File: src/rtl/midi_pkg.sv
// Shared MIDI definitions: status nibbles, event type codes and serialiser FSM states.
// Used by both the transmit serialiser and the receive parser.
package midi_pkg;

  localparam logic [3:0] S_NOTE_OFF = 4'h8;
  localparam logic [3:0] S_NOTE_ON  = 4'h9;
  localparam logic [3:0] S_CC       = 4'hB;
  localparam logic [3:0] S_PROG     = 4'hC;

  typedef enum logic [1:0] {
    EV_NOTE_OFF = 2'd0,
    EV_NOTE_ON  = 2'd1,
    EV_CC       = 2'd2,
    EV_PROG     = 2'd3
  } ev_type_e;

  typedef enum logic [1:0] {
    ST_IDLE        = 2'd0,
    ST_SEND_STATUS = 2'd1,
    ST_SEND_D1     = 2'd2,
    ST_SEND_D2     = 2'd3
  } tx_state_e;

  function automatic logic [3:0] status_nibble(input logic [1:0] ev_type);
    logic [3:0] nib;
    case (ev_type)
      EV_NOTE_OFF: nib = S_NOTE_OFF;
      EV_NOTE_ON:  nib = S_NOTE_ON;
      EV_CC:       nib = S_CC;
      default:     nib = S_PROG;
    endcase
    return nib;
  endfunction

endpackage

File: src/rtl/register_clr.sv
// Enable register with synchronous clear; clear has priority over load.
module register_clr #(
  parameter int W = 8
) (
  input  logic         clk,
  input  logic         clr,
  input  logic         en,
  input  logic [W-1:0] d,
  output logic [W-1:0] q
);

  always_ff @(posedge clk) begin
    if (clr)
      q <= '0;
    else if (en)
      q <= d;
  end

endmodule

File: src/rtl/midi_tx.sv
// MIDI channel-voice event serialiser: status byte (optionally running-status
// compressed) followed by one or two data bytes, handed to a UART one byte at a time.
module midi_tx
  import midi_pkg::*;
#(
  parameter int RUNNING_STATUS = 1
) (
  input  logic       clk,
  input  logic       rst,
  input  logic [3:0] channel,
  input  logic       ev_valid,
  output logic       ev_ready,
  input  logic [1:0] ev_type,
  input  logic [6:0] ev_d1,
  input  logic [6:0] ev_d2,
  output logic [7:0] tx_data,
  output logic       tx_dv,
  input  logic       tx_ready,
  output logic       busy
);

  tx_state_e  state_reg, state_next;
  logic [7:0] tx_data_reg, tx_data_next;
  logic       accept, status_xfer, xfer, skip_status;
  logic [7:0] status_in, status_q, last_status_q;
  logic [6:0] d1_q, d2_q;
  logic       last_valid_q;

  assign status_in   = {status_nibble(ev_type), channel};
  assign skip_status = (RUNNING_STATUS != 0) && last_valid_q && (status_in == last_status_q);

  register_clr #(.W(8)) u_status (.clk(clk), .clr(rst), .en(accept), .d(status_in), .q(status_q));
  register_clr #(.W(7)) u_d1     (.clk(clk), .clr(rst), .en(accept), .d(ev_d1),     .q(d1_q));
  register_clr #(.W(7)) u_d2     (.clk(clk), .clr(rst), .en(accept), .d(ev_d2),     .q(d2_q));

  // Only a status byte that actually went out on the wire may be relied on later.
  register_clr #(.W(8)) u_last_status (.clk(clk), .clr(rst), .en(status_xfer), .d(status_q), .q(last_status_q));
  register_clr #(.W(1)) u_last_valid  (.clk(clk), .clr(rst), .en(status_xfer), .d(1'b1),     .q(last_valid_q));

  assign ev_ready = (state_reg == ST_IDLE);
  assign busy     = (state_reg != ST_IDLE);
  assign tx_dv    = (state_reg != ST_IDLE);
  assign tx_data  = tx_data_reg;
  assign xfer     = tx_dv & tx_ready;

  always_ff @(posedge clk) begin
    if (rst) begin
      state_reg   <= ST_IDLE;
      tx_data_reg <= 8'h00;
    end else begin
      state_reg   <= state_next;
      tx_data_reg <= tx_data_next;
    end
  end

  // The byte for the next state is loaded on the same edge as the state change,
  // so tx_data is registered and only moves when a transfer completes.
  always_comb begin
    state_next   = state_reg;
    tx_data_next = tx_data_reg;
    accept       = 1'b0;
    status_xfer  = 1'b0;
    case (state_reg)
      ST_IDLE: begin
        if (ev_valid) begin
          accept = 1'b1;
          if (skip_status) begin
            state_next   = ST_SEND_D1;
            tx_data_next = {1'b0, ev_d1};
          end else begin
            state_next   = ST_SEND_STATUS;
            tx_data_next = status_in;
          end
        end
      end
      ST_SEND_STATUS: begin
        if (xfer) begin
          status_xfer  = 1'b1;
          state_next   = ST_SEND_D1;
          tx_data_next = {1'b0, d1_q};
        end
      end
      ST_SEND_D1: begin
        if (xfer) begin
          if (status_q[7:4] == S_PROG) begin
            state_next   = ST_IDLE;
            tx_data_next = 8'h00;
          end else begin
            state_next   = ST_SEND_D2;
            tx_data_next = {1'b0, d2_q};
          end
        end
      end
      ST_SEND_D2: begin
        if (xfer) begin
          state_next   = ST_IDLE;
          tx_data_next = 8'h00;
        end
      end
      default: begin
        state_next   = ST_IDLE;
        tx_data_next = 8'h00;
      end
    endcase
  end

endmodule

File: config.mk
export PLATFORM = sky130hd
export DESIGN_NAME = midi_tx
export DESIGN_NICKNAME = d
export VERILOG_FILES = /design/src/rtl/midi_pkg.sv /design/src/rtl/register_clr.sv /design/src/rtl/midi_tx.sv
export SDC_FILE = /design/constraint.sdc
export NUM_CORES = 1
export LEC_CHECK = 0
export CAP_MARGIN = 10
export CORE_ASPECT_RATIO = 1.1
export CORE_MARGIN = 8
export CORE_UTILIZATION = 52
export DETAILED_ROUTE_END_ITERATION = 7
export PLACE_DENSITY = 0.79
export SLEW_MARGIN = 5
export SYNTH_ARGS = -nofsm -noshare
export SYNTH_HDL_FRONTEND = slang
export SYNTH_HIERARCHICAL = 1
export SYNTH_SLANG_ARGS = --single-unit
File: constraint.sdc
create_clock -name clk -period 2 [get_ports clk]
set_input_delay 0.4 -clock clk [delete_from_list [all_inputs] [get_ports clk]]
set_output_delay 0.4 -clock clk [all_outputs]
set_load 0.005 [all_outputs]
; Word-level counts from Yosys, hierarchy flattened
; Cells that the tools add are included.
[totals]
ff_bits = 41
input_bits = 24
output_inout_bits = 11
[classes]
eq_ne = 11
muxes = 19
n_bitwise = 1
n_reduce_logical = 5
[ops]
columns = operator, n
row1 = $mux W8, 5
row2 = $pmux W8 S4, 1
row3 = $mux W2, 6
row4 = $pmux W3 S3, 1
row5 = $eq A8 B8 Y1, 1
row6 = $ne A2 B2 Y1 const B, 4
row7 = $pmux W2 S4, 1
row8 = $mux W7, 1
row9 = $eq A2 B2 Y1 const B, 3
row10 = $eq A2 B1 Y1 const B, 2
row11 = $eq A4 B4 Y1 const B, 1
row12 = $logic_not A2 Y1, 2
row13 = $mux W1, 4
row14 = $reduce_and A4 Y1, 1
row15 = $reduce_bool A2 Y1, 1
row16 = $and A1 B1 Y1, 1
row17 = $logic_and A1 B1 Y1, 1

; Depth between registers and ports, before layout
; Gate-level depths: netlist of the first run.
[depth]
ltp_word = 7
ltp_mapped = 7

; Cells and area by module
; Netlist of the first run, hierarchy kept.
[modules_own_cells]
columns = module, instances, cells_each, area_each_um2, seq_area_each_um2
row1 = midi_tx, 1, 115, 938.4, 200.2
row2 = register_clr (u_last_status ...), 2, 26, 285.3, 160.2
row3 = register_clr (u_d1 ...), 2, 22, 247.7, 140.1
row4 = register_clr (u_last_valid), 1, 3, 33.8, 20.0

; Least setup slack after synthesis of the first run
; No wires, ideal clock.
[synth_timing]
path_type = in2reg
startpoint = input port ev_type[0]
endpoint = register tx_data_reg[0], in the netlist tx_data[0]
setup_time_ps = 122
arrival_time_ps = 1667
required_time_ps = 1878
setup_slack_ps = 211
cell_stages = 6
n_path_buf = 0
cell_sequence = inv_1 > ha_1 > xor2_1 > nand4_2 > o211a_1 > a311o_1
[synth_between]
elab_chain_len = 7
word_cells_on_any_way = 9
classes_between = eq/ne (3) / mux (4) / reduce/logical (2)
[synth_lines]
columns = item, line_no
row1 = start: declaration, midi_tx.sv:13  ; input logic [1:0] ev_type,
row2 = "$eq A2 B2 Y1, or another cell as far along", midi_pkg.sv:26  ; case (ev_type)
row3 = $pmux W3 S3 *, midi_pkg.sv:26
row4 = $eq A8 B8 Y1 *, midi_tx.sv:30  ; assign skip_status = (RUNNING_STATUS != 0) && last_valid_q && (status_in == last_status_q);
row5 = $logic_and A1 B1 Y1 *, midi_tx.sv:30
row6 = $mux W8 *, midi_tx.sv:67  ; if (skip_status) begin
row7 = $mux W8 *, midi_tx.sv:65  ; if (ev_valid) begin
row8 = $pmux W8 S4 *, midi_tx.sv:63  ; case (state_reg)
row9 = end signal: assignment, midi_tx.sv:52  ; tx_data_reg <= tx_data_next;
row10 = end: declaration, midi_tx.sv:23  ; logic [7:0] tx_data_reg, tx_data_next;
; Every way passes the cells marked *; elsewhere a longest branch is shown, timed or not. The select of a mux whose other input is x is not followed.
; A chain may end at the register's enable or synchronous reset.

; Final worst setup path of the first run
[layout_timing]
startpoint = input port ev_valid
endpoint = register u_d1.q[5]
[layout_between]
elab_chain_len = 2
[layout_lines]
columns = item, line_no
row1 = start: declaration, midi_tx.sv:11  ; input logic ev_valid,
row2 = $mux W1, midi_tx.sv:65
row3 = $mux W1, midi_tx.sv:63
row4 = named net accept, midi_tx.sv:24  ; logic accept, status_xfer, xfer, skip_status;
row5 = end signal: assignment, register_clr.sv:14  ; q <= '0;
row6 = end signal: assignment, register_clr.sv:16  ; q <= d;
row7 = end: declaration, register_clr.sv:9  ; output logic [W-1:0] q
; The timed path passes the listed nets, and every way through them passes these cells.

==> impl_metrics.json, run 1 <==
{
  "syn_area_um2": 2040,
  "setup_viol": 0,
  "numCtsBuffers": 5,
  "die_h_um": 81.7,
  "htree_num_levels": 2,
  "io_buffers": 34,
  "synth_seq_cells": 41,
  "ys_types": 50,
  "finalInstanceArea_um2": 2760,
  "grt_pass1_vias": 1819,
  "path_class": "in -> reg",
  "route.vias.total": 1814,
  "postRouteWirelength_um": 5260,
  "cts_tree": "yes",
  "routed-wl-met3_um": 298,
  "dr.pass1.iters": 5,
  "vias_per_cell": 5.58,
  "hold_ws_ns": 0.494,
  "synth_top_area_share_pct": 40.3,
  "ys_top_cells_by_count": "nor2_1, dfxtp_1, mux2i_1, nand2_1, nand3_1",
  "synth_edf_count": 0,
  "dieArea_um2": 6180,
  "wl_met1_um": 2280,
  "cts_sinks": 41,
  "track_usage_pct": 18.1,
  "met2_length_um": 2570,
  "whs_path_depth": 2,
  "ant_nets": 0,
  "postCtsHoldBufs": 0,
  "clock_latency_ns": 0.29,
  "async_flop_share_pct": 0,
  "cp-end-kind": "flop",
  "r2r-start": "state_reg[1]",
  "power_density_nw_per_um2": 870,
  "yosys-top-cells-area": "dfxtp_1, mux2i_1, nor2_1",
  "synth-seq-area-share_pct": 40.3,
  "std_cell_rows": 24,
  "place_congestion": 0.847,
  "postSynthAreaPerCell_um2": 9.52,
  "grt_start_max_net_pins": 46,
  "whs_endpoint": "u_last_valid/q",
  "first_iter_violations": 205,
  "rsz0062_at_grt": "false",
  "start_util_pct": 52.6,
  "highest_layer": "met4",
  "peakVddDrop_mv": 0.591,
  "clk_pin_slew_ns": 0.08,
  "drc": 0,
  "placed_area_um2": 2570,
  "min_path_type": "reg -> reg",
  "finalCriticalPeriod_ns": 1.93,
  "crit_path_max_fanout": 7,
  "clock_path_buffers": 2,
  "finalCritPeriodShare_pct": 96.7,
  "antenna_found_initial": 0,
  "synth_warnings": 6,
  "utilization_pct": 71.1,
  "rr_worst_depth": 6,
  "io_pins": 35,
  "synth_cells": 214,
  "p_leak_nw": 1.15,
  "hold_path_startpoint": "u_last_valid/q",
  "maxCapViolCount": 0,
  "die_x_um": 75.7,
  "synth-main-ff-cell": "dfxtp_1",
  "wl_per_cell_um": 16.2,
  "cp.required_ns": 2.19,
  "start_kind": "input port",
  "worst_clock_skew_ns": 0.00673,
  "gr-total-overflow": 0,
  "hpwl_um": 3690,
  "outcome": "completed",
  "n_antenna_cell": 0,
  "drive_above_1_share_pct": 19.8,
  "maxSlewViolCount": 0,
  "fin_total_pwr_w": 0.00240,
  "grt_pass1_wl_um": 8600,
  "tightest_slew_ns": 0.516,
  "fmax_mhz": 517,
  "r2r_setup_slack_ns": 0.21,
  "synth_most_common_cell": "nor2_1",
  "clock_tree.root_cell": "clkbuf_8",
  "r2r_end": "u_d1/q[5]",
  "hold_violations": 0,
  "placed_cells": 315,
  "core_area_um2": 3870,
  "fin_nets": 298,
  "max_slew_margin_pct": 65.5,
  "stdcell_count": 325,
  "area_delta_synth_final_pct": 35.2,
  "arrival_ns": 2.12,
  "synth_area_leader_cell": "dfxtp_1"
}
## area by class of cell
| cell class | instances | area (um^2) |
|---|---|---|
| multi-input cells | 155 | 1150 |
| well taps | 52 | 65.1 |
| inverters | 6 | 27.5 |
| clock buffers | 7 | 96.3 |
| flip-flops and latches | 41 | 821 |
| clock inverters | 1 | 5.00 |
| repair buffers | 63 | 588 |
| fillers | 309 | 1120 |
## how the worst max path moves through the flow
| stage | end | start | depth (start not counted) |
|---|---|---|---|
| floorplan | tx_data[0] | ev_type[0] | 6 |
| global placement | tx_data[1] | ev_type[0] | 7 |
| detailed placement | tx_data[0] | ev_type[0] | 7 |
| CTS | tx_data[5] | ev_type[1] | 6 |
| global route | tx_data[4] | ev_valid | 6 |
| finish | u_d1/q[5] | ev_valid | 6 |
## per-layer routing
metal	vias to the layer above	track usage, %
met5	-	0
met4	0	8.08
met2	61	30.2
li1	885	-
met3	14	5.13
met1	854	21.0
## where the power goes
| part | internal (W) | switching, W |
|---|---|---|
| sequential | 0.000920 | 0.0000666 |
| combinational | 0.000438 | 0.000382 |
| clock | 0.000312 | 0.000279 |
## cell families (layout without fill, tap and decap cells)
family	count (synthesis)	after routing	share of synthesized area (%)
AO/OA/AOI/OAI	35	35	14.6
AND/OR/NAND/NOR	77	78	18.5
buffers and inverters	20	77	6.94
other	1	2	0.184
adder cells (fa/ha/maj)	2	2	1.23
flip-flops	41	41	40.3
XOR/XNOR	7	7	3.01
multiplexers	31	31	15.2
## layout by cell type, fill, tap and decap left out, types with 2 or more instances in the layout
| cell type | n |
|---|---|
| inv_2 | 2 |
| o31ai_1 | 2 |
| and4_2 | 2 |
| dfxtp_1 | 41 |
| mux2i_1 | 31 |
| a311o_1 | 5 |
| conb_1 | 2 |
| a221oi_1 | 5 |
| nand2_1 | 7 |
| nand4_4 | 2 |
| inv_1 | 3 |
| xnor2_1 | 4 |
| clkbuf_8 | 7 |
| dlymetal6s2s_1 | 2 |
| nand4_1 | 2 |
| o21ai_0 | 2 |
| xnor2_2 | 2 |
| nand3_1 | 7 |
| buf_12 | 2 |
| a21oi_1 | 6 |
| and3_1 | 3 |
| clkdlybuf4s50_1 | 32 |
| o211a_1 | 5 |
| nor2_1 | 44 |
| buf_4 | 27 |
## stage by stage
stage	setup TNS, ns	worst slack [ns]
2_1_floorplan	0	0.211
3_3_place_gp	-5.43	-0.401
3_5_place_dp	-6.30	-0.501
4_1_cts	0	0.000648
5_1_grt	0	0.0442
6_report	0	0.0659
## worst max-delay path, stage by stage
cell and delay (ns):
clkdlybuf4s50_1 0.51, or3b_1 0.55, clkinv_4 0.16, buf_4 0.18, mux2i_1 0.25, nor2_1 0.06
## what timing repair did
| item | in CTS | in global routing |
|---|---|---|
| pin swaps | 7 | 2 |
| resized for setup | 8 | 4 |
| gates cloned | 1 | 0 |
| setup endpoints to repair | 10 | 10 |
| buffers inserted | 1 | 0 |
No activity file was read; power rests on OpenSTA's default activity.
==> run 2, diff against run 1 <==
Settings changed: PLACE_DENSITY 0.79 to 0.78.
Clock period 2 ns to 2.5 ns, I/O delays scaled along.
==> impl_metrics.json, run 2 (synthesis gave the netlist of run 1 again) <==
{
  "outcome": "completed",
  "track_usage_pct": 16.6,
  "cp_cell_sequence": "or2_0, inv_1, clkdlybuf4s50_1",
  "final_cell_mix": "nor2_1, dfxtp_1, clkdlybuf4s50_1",
  "drc": 0,
  "cts_tree": "yes",
  "crit_path_top_delay_cell": "dfxtp_1",
  "crit_path_max_fanout": 10,
  "antenna_found_initial": 0,
  "maxSlewViolCount": 0,
  "die_h_um": 81.7,
  "maxCapViolCount": 0,
  "max_slew_margin_pct": 40.1,
  "gr-total-overflow": 0,
  "n_antenna_cell": 0,
  "io_buffers": 34,
  "clock_latency_ns": 0.30,
  "place_congestion": 0.820,
  "start_util_pct": 52.6,
  "fillers": 315,
  "worst-path-buf-inv": 2,
  "final_common_cell": "nor2_1",
  "tightest_slew_ns": 0.893,
  "area_delta_synth_final_pct": 23.7,
  "io_pins": 35,
  "finalCriticalPeriod_ns": 2.32,
  "dr.pass1.iters": 4,
  "hpwl_um": 3350,
  "p_leak_nw": 1.01,
  "cts_resized": 0,
  "worst_clock_skew_ns": 0.00746,
  "ant_nets": 0,
  "postCtsHoldBufs": 0,
  "min_path_type": "reg -> reg",
  "fmax_mhz": 430,
  "die_x_um": 75.7,
  "route.vias.total": 1690,
  "postRouteWirelength_um": 4730,
  "setup_tns_ns": 0,
  "utilization_pct": 65.1,
  "clock_tree.root_cell": "clkbuf_8",
  "finalCritPeriodShare_pct": 93.0,
  "drive_above_1_share_pct": 10.8,
  "numCtsBuffers": 5,
  "post-place-ws_ns": 0.00493,
  "clock_path_buffers": 2,
  "setup_viol": 0,
  "dieArea_um2": 6180,
  "grt_pass1_wl_um": 7890,
  "rsz0062_at_grt": "false",
  "std_cell_rows": 24,
  "core_area_um2": 3870,
  "first_iter_violations": 198,
  "post-cts-setup-buffer-count": 0,
  "path_class": "reg -> out",
  "fin_total_pwr_w": 0.00189,
  "cp.required_ns": 2.00,
  "hold_violations": 0,
  "wl_per_cell_um": 15.6,
  "finalWorstSetupSlack_ns": 0.176,
  "vias_per_cell": 5.58,
  "power_density_nw_per_um2": 751,
  "max_stage_delay_ns": 0.52,
  "fin_nets": 276,
  "arrival_ns": 1.82,
  "peakVddDrop_mv": 0.430,
  "grt_pass1_vias": 1734,
  "cts_sinks": 41,
  "clk_pin_slew_ns": 0.08,
  "grt_start_max_net_pins": 46,
  "cp-end-kind": "primary output",
  "start_kind": "flop",
  "htree_num_levels": 2,
  "cp_top_family": "buffers and inverters"
}
-- run 2: changes by cell type in the layout (fill, tap and decap cells not counted), sizes merged --
cell,previous run,this run
clkinvlp,0,1
dlymetal6s2s,2,0
clkbuf,7,5
buf,29,8
nand4,4,3
clkdlybuf4s50,32,34
bufinv,0,1
-- run 2: final timing paths --
kind                                    start            end  slack [ns]  cells past startpoint
worst max-delay path             state_reg[0]       ev_ready        0.18                      3
worst min-delay path            u_status/q[0]  u_status/q[0]        0.50                      2
worst max register to register   state_reg[0]     tx_data[1]        0.67                      4
worst min register to register  u_status/q[0]  u_status/q[0]        0.50                      2
-- run 2: area by class of cell --
cell class / count / area [um^2] / share of cell area [%]
Clock inverter: 3 / 46.3 / 1.84
Multi-Input combinational cell: 154 / 1080 / 42.8
Clock buffer: 5 / 68.8 / 2.73
Inverter: 6 / 27.5 / 1.09
Sequential cell: 41 / 821 / 32.6
Timing Repair Buffer: 42 / 413 / 16.4
Tap cell: 52 / 65.1 / 2.58
-- run 2: per-stage QoR --
stage / cell area, um^2 / cells / hold WS, ns
after floorplan: 2040 / 215 / 0.451
after global placement: 2410 / 295 / 0.471
after detailed placement: 2410 / 295 / 0.482
after CTS: 2520 / 303 / 0.500
after global routing: 2520 / 303 / 0.523
final: 2520 / 303 / 0.500
-- run 2: report_power, final --
part,switching [W],internal (W),total (W)
Sequential,0.0000623,0.000736,0.000798
Clock,0.000246,0.000299,0.000545
Combinational,0.000263,0.000289,0.000552
Total,0.000571,0.00132,0.00189
-- run 2: layer usage --
layer  GRT usage, %  vias up  routed length (um)
li1               -      837                   -
met1           20.7      801                2180
met4           8.27        0                  95
met3           3.54       11                 222
met5              0        -                   0
met2           26.5       41                2240
-- run 2: worst min-delay path, stage by stage (launching register included) --
cell and delay, ns:
dfxtp_1 0.33, mux2i_1 0.06, nor2_1 0.07
==> run 3, diff against run 2 <==
Settings changed: CORE_MARGIN 8 to 2.
==> impl_metrics.json, run 3 (synthesis gave the netlist of run 1 again) <==
{
  "outcome": "completed",
  "numCtsBuffers": 5,
  "pwr-share-comb_pct": 30.1,
  "path_class": "reg -> out",
  "clk_pin_slew_ns": 0.08,
  "fin_nets": 275,
  "seqPwrFrac_pct": 43.9,
  "ant_nets": 0,
  "n_antenna_cell": 0,
  "setup_viol": 0,
  "maxCapViolCount": 0,
  "p_sw_share_pct": 30.0,
  "min_path_type": "reg -> reg",
  "dieArea_um2": 4440,
  "first_iter_violations": 144,
  "max_slew_margin_pct": 40.5,
  "io_buffers": 34,
  "peakVddDrop_mv": 0.446,
  "cts_sinks": 41,
  "core_area_um2": 3710,
  "fmax_mhz": 429,
  "power_density_nw_per_um2": 729,
  "hpwl_um": 3270,
  "power.internal_w": 0.00127,
  "postRouteWirelength_um": 4530,
  "die_h_um": 69.7,
  "start_kind": "flop",
  "cts_resized": 0,
  "io_pins": 35,
  "grt_pass1_wl_um": 7650,
  "postCtsHoldBufs": 0,
  "finalCriticalPeriod_ns": 2.33,
  "p_leak_nw": 1.01,
  "final_cell_mix": "nor2_1, dfxtp_1, clkdlybuf4s50_1",
  "rsz0062_at_grt": "false",
  "start_util_pct": 54.9,
  "maxSlewViolCount": 0,
  "multi_input_area_um2": 1080,
  "route.vias.total": 1660,
  "stdcell_count": 300,
  "place_congestion": 0.857,
  "clock_tree.root_cell": "clkbuf_8",
  "die_x_um": 63.7,
  "cp.required_ns": 2.00,
  "drive_above_1_share_pct": 10.4,
  "p_switching_w": 0.000545,
  "clock_latency_ns": 0.30,
  "clock_path_buffers": 2,
  "cp-end-kind": "primary output",
  "dr.pass1.iters": 4,
  "antenna_found_initial": 0,
  "htree_num_levels": 2,
  "post-cts-setup-buffer-count": 0,
  "std_cell_rows": 23,
  "track_usage_pct": 21.9,
  "grt_pass1_vias": 1596,
  "hold_violations": 0,
  "power_frac_clock_pct": 25.9,
  "placed_cells": 292,
  "arrival_ns": 1.83,
  "worst_clock_skew_ns": 0.0125,
  "drc": 0,
  "wl_per_cell_um": 15.1,
  "hold_ws_ns": 0.499,
  "tightest_slew_ns": 0.887,
  "gr-total-overflow": 0,
  "crit_path_max_fanout": 10,
  "regArea_um2": 821,
  "finalCritPeriodShare_pct": 93.2,
  "final_common_cell": "nor2_1",
  "cts_tree": "yes",
  "vias_per_cell": 5.53,
  "grt_start_max_net_pins": 28,
  "fillers": 319,
  "area_delta_synth_final_pct": 22.5
}
==> run 3: critical path, cell delays in order, from the launching register on <==
cell and delay (ns):
dfxtp_1 0.52, or2_0 0.37, inv_1 0.17, clkdlybuf4s50_1 0.47
==> run 3: cell type report <==
type	instances	share of cell area, %
clock buffer	7	3.86
inverter	6	1.10
tap	50	2.51
clock inverter	1	0.200
timing repair buffer	41	16.2
sequential	41	32.9
multi-input combinational	154	43.2
==> run 3: worst paths after layout <==
| kind | start | to | slack (ns) | depth (start not counted) |
|---|---|---|---|---|
| setup reg to reg | state_reg[0] | tx_data[5] | 0.68 | 3 |
| hold reg to reg | u_status/q[2] | u_status/q[2] | 0.50 | 2 |
| hold / removal | u_status/q[2] | u_status/q[2] | 0.50 | 2 |
| setup / recovery | state_reg[0] | ev_ready | 0.17 | 3 |
==> run 3: layer usage <==
layer	global-route usage, %	vias up	share of wire (%)
li1	-	835	-
met1	27.9	784	45
met2	35.8	35	49
met3	4.55	6	3.6
met4	9.18	0	2.0
met5	0	-	0
==> run 3: power groups by stage <==
stage	Clock (W)	Combinational, W	Sequential [W]
5_1_grt	0.000511	0.000596	0.000811
6_report	0.000472	0.000548	0.000800
3_3_place_gp	0	0.000537	0.000811
4_1_cts	0.000480	0.000548	0.000799
3_5_place_dp	0	0.000545	0.000813
2_1_floorplan	0	0.000378	0.000795
==> run 3: metrics by stage <==
| step | worst slack (ns) | power [W] | TNS (ns) | utilization, % | area, um^2 |
|---|---|---|---|---|---|
| floorplan | 0.611 | 0.00117 | 0 | - | 2040 |
| global placement | -0.0000693 | 0.00135 | -0.0000693 | 64.5 | 2400 |
| detailed placement | -0.0360 | 0.00136 | -0.148 | 64.5 | 2400 |
| CTS | 0.164 | 0.00183 | 0 | 67.3 | 2500 |
| global route | 0.0486 | 0.00192 | 0 | 67.3 | 2500 |
| finish | 0.171 | 0.00182 | 0 | 67.3 | 2500 |
